<file path="src/rtl/memory_operand_fetch.sv">
// Operand fetch stage: resolves up to three 64-bit operands through one in-order
// D-memory read port and holds the front of the pipeline until they are ready.
module memory_operand_fetch #(
    parameter int ADDR_W  = 64,
    parameter int DATA_W  = 64,
    parameter int TIMEOUT = 255
) (
    input  logic              clk,
    input  logic              reset,
    input  logic              validIn,
    input  logic              stallIn,
    input  logic              isMemoryAccessSrc1In,
    input  logic              isMemoryAccessSrc2In,
    input  logic              isMemoryAccessDestIn,
    input  logic [ADDR_W-1:0] memoryAddressSrc1In,
    input  logic [ADDR_W-1:0] memoryAddressSrc2In,
    input  logic [ADDR_W-1:0] memoryAddressDestIn,
    input  logic [DATA_W-1:0] operand1ValIn,
    input  logic [DATA_W-1:0] operand2ValIn,
    input  logic [DATA_W-1:0] destRegValueIn,
    output logic              memReqOut,
    output logic [ADDR_W-1:0] memAddrOut,
    input  logic              memReadyIn,
    input  logic [DATA_W-1:0] memDataIn,
    input  logic              memDataValidIn,
    output logic [DATA_W-1:0] operand1ValOut,
    output logic [DATA_W-1:0] operand2ValOut,
    output logic [DATA_W-1:0] destMemValueOut,
    output logic              fetchDoneOut,
    output logic              stallOut,
    output logic              fetchErrorOut
);

    typedef enum logic [2:0] {
        IDLE, REQ_S1, WT_S1, REQ_S2, WT_S2, REQ_D, WT_D, DONE
    } state_t;

    localparam int TIMER_W = $clog2(TIMEOUT + 1);

    state_t              state, nextState;
    logic [TIMER_W-1:0]  timer;
    logic                timedOut, abort;
    logic                flagSrc2, flagDest;
    logic [ADDR_W-1:0]   addrSrc1, addrSrc2, addrDest, nextAddr;

    // First outstanding read in S1, S2, D order; DONE when nothing is left.
    function automatic state_t firstReq(input logic s1, input logic s2, input logic d);
        if (s1)      return REQ_S1;
        else if (s2) return REQ_S2;
        else if (d)  return REQ_D;
        else         return DONE;
    endfunction

    // The timer counts from 0 on entry, so TIMEOUT-1 marks the last cycle allowed.
    assign timedOut = (timer == TIMER_W'(TIMEOUT - 1));

    always_comb begin
        // NOTE: every always_comb output gets a default first so no path can infer a latch.
        nextState = state;
        abort     = 1'b0;
        case (state)
            IDLE:   if (validIn && !stallIn)
                        nextState = firstReq(isMemoryAccessSrc1In, isMemoryAccessSrc2In,
                                             isMemoryAccessDestIn);
            REQ_S1: if (memReadyIn) nextState = WT_S1; else if (timedOut) abort = 1'b1;
            REQ_S2: if (memReadyIn) nextState = WT_S2; else if (timedOut) abort = 1'b1;
            REQ_D:  if (memReadyIn) nextState = WT_D;  else if (timedOut) abort = 1'b1;
            WT_S1:  if (memDataValidIn) nextState = firstReq(1'b0, flagSrc2, flagDest);
                    else if (timedOut) abort = 1'b1;
            WT_S2:  if (memDataValidIn) nextState = firstReq(1'b0, 1'b0, flagDest);
                    else if (timedOut) abort = 1'b1;
            WT_D:   if (memDataValidIn) nextState = DONE;
                    else if (timedOut) abort = 1'b1;
            DONE:   if (!stallIn) nextState = IDLE;
            default: nextState = IDLE;
        endcase
        if (abort) nextState = IDLE;
    end

    // Addresses come straight from the inputs on the accepting cycle, from the captures after.
    always_comb begin
        nextAddr = '0;
        case (nextState)
            REQ_S1:  nextAddr = (state == IDLE) ? memoryAddressSrc1In : addrSrc1;
            REQ_S2:  nextAddr = (state == IDLE) ? memoryAddressSrc2In : addrSrc2;
            REQ_D:   nextAddr = (state == IDLE) ? memoryAddressDestIn : addrDest;
            default: nextAddr = '0;
        endcase
    end

    // NOTE: sequential state uses non-blocking assignments only, so every flop samples pre-edge values.
    always_ff @(posedge clk or posedge reset) begin
        if (reset) begin
            state           <= IDLE;
            timer           <= '0;
            flagSrc2        <= 1'b0;
            flagDest        <= 1'b0;
            addrSrc1        <= '0;
            addrSrc2        <= '0;
            addrDest        <= '0;
            memReqOut       <= 1'b0;
            memAddrOut      <= '0;
            operand1ValOut  <= '0;
            operand2ValOut  <= '0;
            destMemValueOut <= '0;
            fetchDoneOut    <= 1'b0;
            stallOut        <= 1'b0;
            fetchErrorOut   <= 1'b0;
        end else begin
            state         <= nextState;
            memReqOut     <= (nextState inside {REQ_S1, REQ_S2, REQ_D});
            memAddrOut    <= nextAddr;
            stallOut      <= (nextState != IDLE);
            fetchDoneOut  <= (nextState == DONE);
            fetchErrorOut <= abort;

            if (nextState != state)
                timer <= '0;
            else if (state != IDLE && state != DONE)
                timer <= timer + TIMER_W'(1);

            if (state == IDLE && validIn && !stallIn) begin
                flagSrc2        <= isMemoryAccessSrc2In;
                flagDest        <= isMemoryAccessDestIn;
                addrSrc1        <= memoryAddressSrc1In;
                addrSrc2        <= memoryAddressSrc2In;
                addrDest        <= memoryAddressDestIn;
                operand1ValOut  <= operand1ValIn;
                operand2ValOut  <= operand2ValIn;
                destMemValueOut <= destRegValueIn;
            end

            if (memDataValidIn) begin
                case (state)
                    WT_S1:   operand1ValOut  <= memDataIn;
                    WT_S2:   operand2ValOut  <= memDataIn;
                    WT_D:    destMemValueOut <= memDataIn;
                    default: ;
                endcase
            end

            // An aborted fetch must not leave partially fetched operands visible.
            if (abort) begin
                operand1ValOut  <= '0;
                operand2ValOut  <= '0;
                destMemValueOut <= '0;
            end
        end
    end

endmodule

</file>
<file path="config.mk">
export PLATFORM = sky130hd
export DESIGN_NAME = memory_operand_fetch
export DESIGN_NICKNAME = d
export VERILOG_FILES = /design/src/rtl/memory_operand_fetch.sv
export SDC_FILE = /design/constraint.sdc
export NUM_CORES = 2
export LEC_CHECK = 0
export CAP_MARGIN = 10
export CORE_AREA = 4 4 276 278
export DETAILED_ROUTE_END_ITERATION = 8
export DIE_AREA = 0 0 280 282
export MAX_ROUTING_LAYER = met4
export PLACE_DENSITY = 0.55
export SYNTH_ARGS = -nofsm -noshare
export SYNTH_HDL_FRONTEND = slang
export SYNTH_SLANG_ARGS = --single-unit
</file>
<file path="constraint.sdc">
create_clock -name clk -period 16.4 [get_ports clk]
set_clock_uncertainty 0.1 [all_clocks]
set_input_delay 1.64 -clock clk [delete_from_list [all_inputs] [get_ports clk]]
set_output_delay 1.64 -clock clk [all_outputs]
set_load 0.03 [all_outputs]
</file>
[After elaboration in Yosys (flattened, before gate mapping)]
Cells that the tools add are included.
Operators by class
  add/sub/neg operators: 1
  equal/unequal tests: 14
  multiplexer cells: 37
  reductions and logical operators: 12
Operators by type and width (number)
  two-way mux 64 bit: 15
  one-hot mux 64 bit (3 select lines): 1
  two-way mux 3 bit: 12
  one-hot mux 3 bit (8 select lines): 1
  equality test 3 bit, second input constant: 6
  two-way mux 8 bit: 2
  equality test 3 x 2 -> 1 bit, second input constant: 3
  nonzero test 3 bit: 3
  adder 8 x 1 -> 8 bit, second input constant: 1
  equality test 8 bit, second input constant: 1
  equality test 3 x 1 -> 1 bit, second input constant: 2
  OR reduction 3 bit: 2
  logical AND 1 bit: 4
  two-way mux 2 bit: 2
  zero test 3 bit: 1
  two-way mux 1 bit: 3
  != test 3 bit: 1
  != test 3 bit, second input constant: 1
  one-hot mux 1 bit (2 select lines): 1
  nonzero test 2 bit: 1
  zero test 1 bit: 1
Storage, ports and cells
  flip-flop bits (word level): 465
  input bits: 457
  output and inout bits: 260
  word-level logic and storage cells: 79

[Logic depth before layout (Yosys ltp)]
  word-level depth: 8
  mapped depth: 10
  mapped depth without buffers: 7

[Least setup slack after synthesis]
OpenSTA, ideal clock, no wires.
  path type: input to register
  from: in stallIn
  to: reg memAddrOut[18]
  setup time: 0.121 ns
  data arrival time: 3.192 ns
  data required time: 16.179 ns
  setup slack: 12.987 ns
  stages on the path: 7
  buffers on the path: 2
  cell sequence: or3b_1 > o32a_1 > nand2_1 > buf_4 > clkbuf_1 > nor3_1 > a22o_1
On the way
  longest elaborated chain between the ends: 7
  elaborated cells between the ends (all ways): 10
  classes of those cells: 3 x eq/ne; 5 x mux; 2 x reduce/logical
Ends and longest elaborated chain
  from (decl): RTL line 11  | input logic stallIn,
  zero test 1 bit: RTL line 62  | IDLE: if (validIn && !stallIn)
  logical AND 1 bit: RTL line 62
  two-way mux 3 bit: RTL line 62
  one-hot mux 3 bit (8 select lines) (*): RTL line 61  | case (state)
  two-way mux 3 bit (*): RTL line 77  | if (abort) nextState = IDLE;
  equality test 3 bit, or another cell as far along: RTL line 83  | case (nextState)
  one-hot mux 64 bit (3 select lines) (*): RTL line 83
  net nextAddr[18]: RTL line 44  | logic [ADDR_W-1:0] addrSrc1, addrSrc2, addrDest, nextAddr;
  to (signal assigned): RTL line 112  | memAddrOut <= nextAddr;
  to (decl): RTL line 22  | output logic [ADDR_W-1:0] memAddrOut,
The timed path passes the listed nets; every way through them passes the cells marked *.
A chain may end at the register's enable or synchronous reset.

[Worst setup path after layout]
  from: in memDataValidIn
  to: reg operand1ValOut[54]
On the way
  longest elaborated chain between the ends: 3
  elaborated cells between the ends (all ways): 4
  classes of those cells: 4 x mux
Ends and longest elaborated chain
  from (decl): RTL line 25  | input logic memDataValidIn,
  two-way mux 1 bit: RTL line 72  | WT_D: if (memDataValidIn) nextState = DONE;
  one-hot mux 1 bit (2 select lines): RTL line 61
  two-way mux 64 bit (*): RTL line 143  | if (abort) begin
  to (signal assigned): RTL line 128  | operand1ValOut <= operand1ValIn;
  to (signal assigned): RTL line 135  | WT_S1: operand1ValOut <= memDataIn;
  to (decl): RTL line 26  | output logic [DATA_W-1:0] operand1ValOut,
Mark *: on every way between the ends. The rest lies on a longest branch, timed or not.

==> results by group <==
Yosys
  – Synth area leaders: dfrtp_1, nand2_1, mux4_2
  – Syn_area_per_cell: roughly 9.5 sq um
  – Yosys Warn Count: 0
  – Combinational family with the most area after synthesis: simple AND/OR/NAND/NOR gates
  – Synth top area share: 0.513
  – Top-count cell post-synth: nand2_1
  – Mux contribution to synthesized area: 0.0907
  – Seq cells post-synth: approximately 470
  – Adder-cell share of the synthesized area: 0.00110
  – Syn_nets: approximately 2,800
  – Commonest cells post-synth: nand2_1, dfrtp_1, nor2_1
  – Synth area leader: dfrtp_1
  – Share of synthesized cell area in and, or, nand and nor gates: 0.219
  – Async set-reset flop share out of synthesis: 1.00
  – Post-synthesis xor/xnor area fraction: 0.00309
  – Synth Instances: between 2,000 and 2,500
  – Post-synthesis compound-gate area fraction: 0.126
  – Mapped cell area: 22,700 sq um
  – Main synth FF type: dfrtp_1
  – Count of cell types in the netlist: 52
  – Number of flops mapped to enable cells by yosys: 0
  – Seq/Total Area, Yosys: 0.513

Power and ir drop
  – Power Total: between 6 and 7 mW
  – Flop pwr share: 0.317
  – Pleak: 13.9 nW
  – Pwr Density: 187 nW/um^2
  – Internal power: between 3 and 4 mW
  – Sw Ratio: 0.409
  – Worst vdd ir: between 0.15 and 0.2 mV
  – Comb pwr share: 0.477
  – Clock share of power: 0.206
  – Switching pwr: around 2.5 mW

Detailed routing
  – DR DRC count: 0
  – Vias per cell: around 5
  – Routed WL per cell: approximately 22 um
  – 1st-iter DRT viols: 1,404
  – Post-DRT Antenna Nets: 0
  – Vias post-DR: 20,476
  – Length of the first detailed-routing pass in iterations: 7
  – Final wirelength: between 90,000 and 100,000 um

Critical path
  – CP required: roughly 17 ns
  – Max stage delay on crit path: 0.89 ns
  – Critical path class: in -> reg
  – CP Cell Sequence: clkdlybuf4s50_1, o21bai_1, o2bb2ai_1, and2_4, buf_4, buf_4, a311oi_1
  – Crit path arrival time: about 5.4 ns
  – CP max-delay cell: and2_4
  – CP startpoint kind: input pin
  – Crit path top cell by count: buf_4
  – Crit-path max FO: 75
  – Worst Setup End Kind: flop

Die
  – Die Ht: around 280 um
  – Ports: approximately 700
  – Initial core utilization: 0.307
  – Cell Rows: 100
  – Die width: 280 um
  – Die area: between 70,000 and 80,000 sq um
  – Core Area: between 70,000 and 80,000 sq um

Global route
  – Global-route wire length before repair: between 100,000 and 150,000 um
  – GRT Overall Usage: 0.228
  – Vias in the first global route: between 20,000 and 25,000
  – Pin count of the biggest net entering global routing: between 150 and 200
  – Initial antenna violation count: 24
  – Global route overflow: 0

Final layout
  – Register area: between 10,000 and 15,000 sq um
  – Fill count: between 7,000 and 8,000
  – Design Area, Final: ~32,000 sq um
  – Layout cell share with drive strength beyond 1: 0.0848
  – Multi-input gate area: approximately 10,000 sq um
  – P&R area growth vs syn: 41.8%
  – Non-Filler Instances: 4,012
  – Final nets: 3,431

Timing
  – Final worst-path cycle share: 0.312
  – Setup tns final: 0 ns
  – WHS: 0.367 ns
  – Slew headroom: 0.199
  – Pins over their slew limit: 0
  – RSZ-0062 raised after global routing: false
  – Tightest Pin Transition: 1.20 ns
  – Hold Vio Cnt, Final: 0
  – Final setup fails: 0
  – Crit path time final: 5.12 ns
  – Max Freq: 0.195 GHz

Placed design
  – PortBufs: 716
  – Cell Area, Placed: around 30,000 sq um
  – DP HPWL: about 60,000 um
  – DP Cell Count: slightly below 4,000
  – Placer Congestion: approximately 0.96

Clocking
  – Num CTS Buffers: 54
  – Setup bufs post-CTS: 0
  – Root buffer cell: clkbuf_16
  – Hold Buf Count CTS: 0
  – CTS tree: yes
  – Clk slew on worst S/H paths: approximately 0.06 ns
  – Clock Path Buffers: 3
  – Htree depth: 2
  – Post_cts resized: 0
  – Worst skew pair latency: roughly 0.6 ns
  – # clock sinks: 465

Hold path
  – Hold/Removal Path Class: reg -> reg

Status
  – Status: finished clean

Job
  – Max_cap viols: 0
[per-layer routing]
layer / vias up / wire [um] / global-route usage
li1: 9363 / - / -
met1: 10256 / 36300 / 0.278
met2: 729 / 44500 / 0.375
met3: 128 / 7030 / 0.0619
met4: 0 / 2380 / 0.0619
met5: - / 0 / -
[placed cells by master, fill, tap and decap left out, types with 3 or more instances in the layout]
cell type and count:
a311oi_1 137, nand2_1 981, dfrtp_1 465, nand3_1 5
diode_2 25, a311oi_2 56, xnor2_1 5, clkbuf_8 17
a31oi_1 3, buf_4 24, nor3_1 65, clkbuf_1 8
clkinv_2 15, o21ai_0 3, a22o_1 64, a211oi_1 11
mux4_2 62, xor2_1 3, clkbuf_16 55, clkdlybuf4s50_1 716
mux2i_1 65, nor2b_1 3, nor2_1 201
[metrics by stage]
stage	worst slack, ns	utilization
after CTS	11.21	0.434
final	11.28	0.435
after floorplan	1.69	-
after global placement	10.71	0.409
after global routing	10.95	0.435
after detailed placement	10.55	0.409
[registers in the layout, summed over array words and instances, names as in the netlist, 3 cells and up]
register	count
addrDest	64
addrSrc1	64
addrSrc2	64
destMemValueOut	64
memAddrOut	64
operand1ValOut	64
operand2ValOut	64
timer	8
state	3
[final timing paths]
| check | startpoint | end | slack, ns | cells past startpoint |
|---|---|---|---|---|
| setup reg to reg | state[1] | addrSrc2[17] | 12.03 | 7 |
| setup / recovery | memDataValidIn | operand1ValOut[54] | 11.28 | 7 |
| hold reg to reg | addrSrc1[7] | addrSrc1[7] | 0.37 | 2 |
| min in group asynchronous | reset | fetchErrorOut | 1.59 | 2 |
| hold / removal | addrSrc1[7] | addrSrc1[7] | 0.37 | 2 |
| max in group asynchronous | reset | operand1ValOut[4] | 12.59 | 4 |
[critical path: cells and delay by family]
family	cells	cell delay [ns]
and+or+nand+nor	1	0.89
buffers and inverters	3	2.08
AOI/OAI and AO/OA	3	0.61
[final cells by class]
cell class / instances / share of cell area
sequential: 465 / 0.362
multi-input combinational: 1706 / 0.312
timing repair buffer: 742 / 0.230
clock buffer: 80 / 0.0510
tap: 969 / 0.0377
clock inverter: 22 / 0.00595
antenna: 25 / 0.00194
inverter: 3 / 0.000583
[power groups by stage]
stage | clock (mW) | combinational (mW) | sequential [mW]
after floorplan | 0 | 1.28 | 2.39
after global placement | 0 | 2.86 | 1.91
after detailed placement | 0 | 2.90 | 1.91
after CTS | 1.28 | 2.90 | 1.91
after global routing | 1.32 | 3.07 | 1.97
final | 1.24 | 2.87 | 1.91
[kinds of logic (layout without fill, tap and decap cells)]
logic type               after synthesis  in the layout
flip-flops                           465            465
AO/OA/AOI/OAI                        289            289
adder cells (fa/ha/maj)                2              2
buffers and inverters                208            847
other                                  0             25
XOR/XNOR                               8              8
AND/OR/NAND/NOR                     1279           1279
multiplexers                         128            128
No activity file was read; power rests on OpenSTA's default activity.
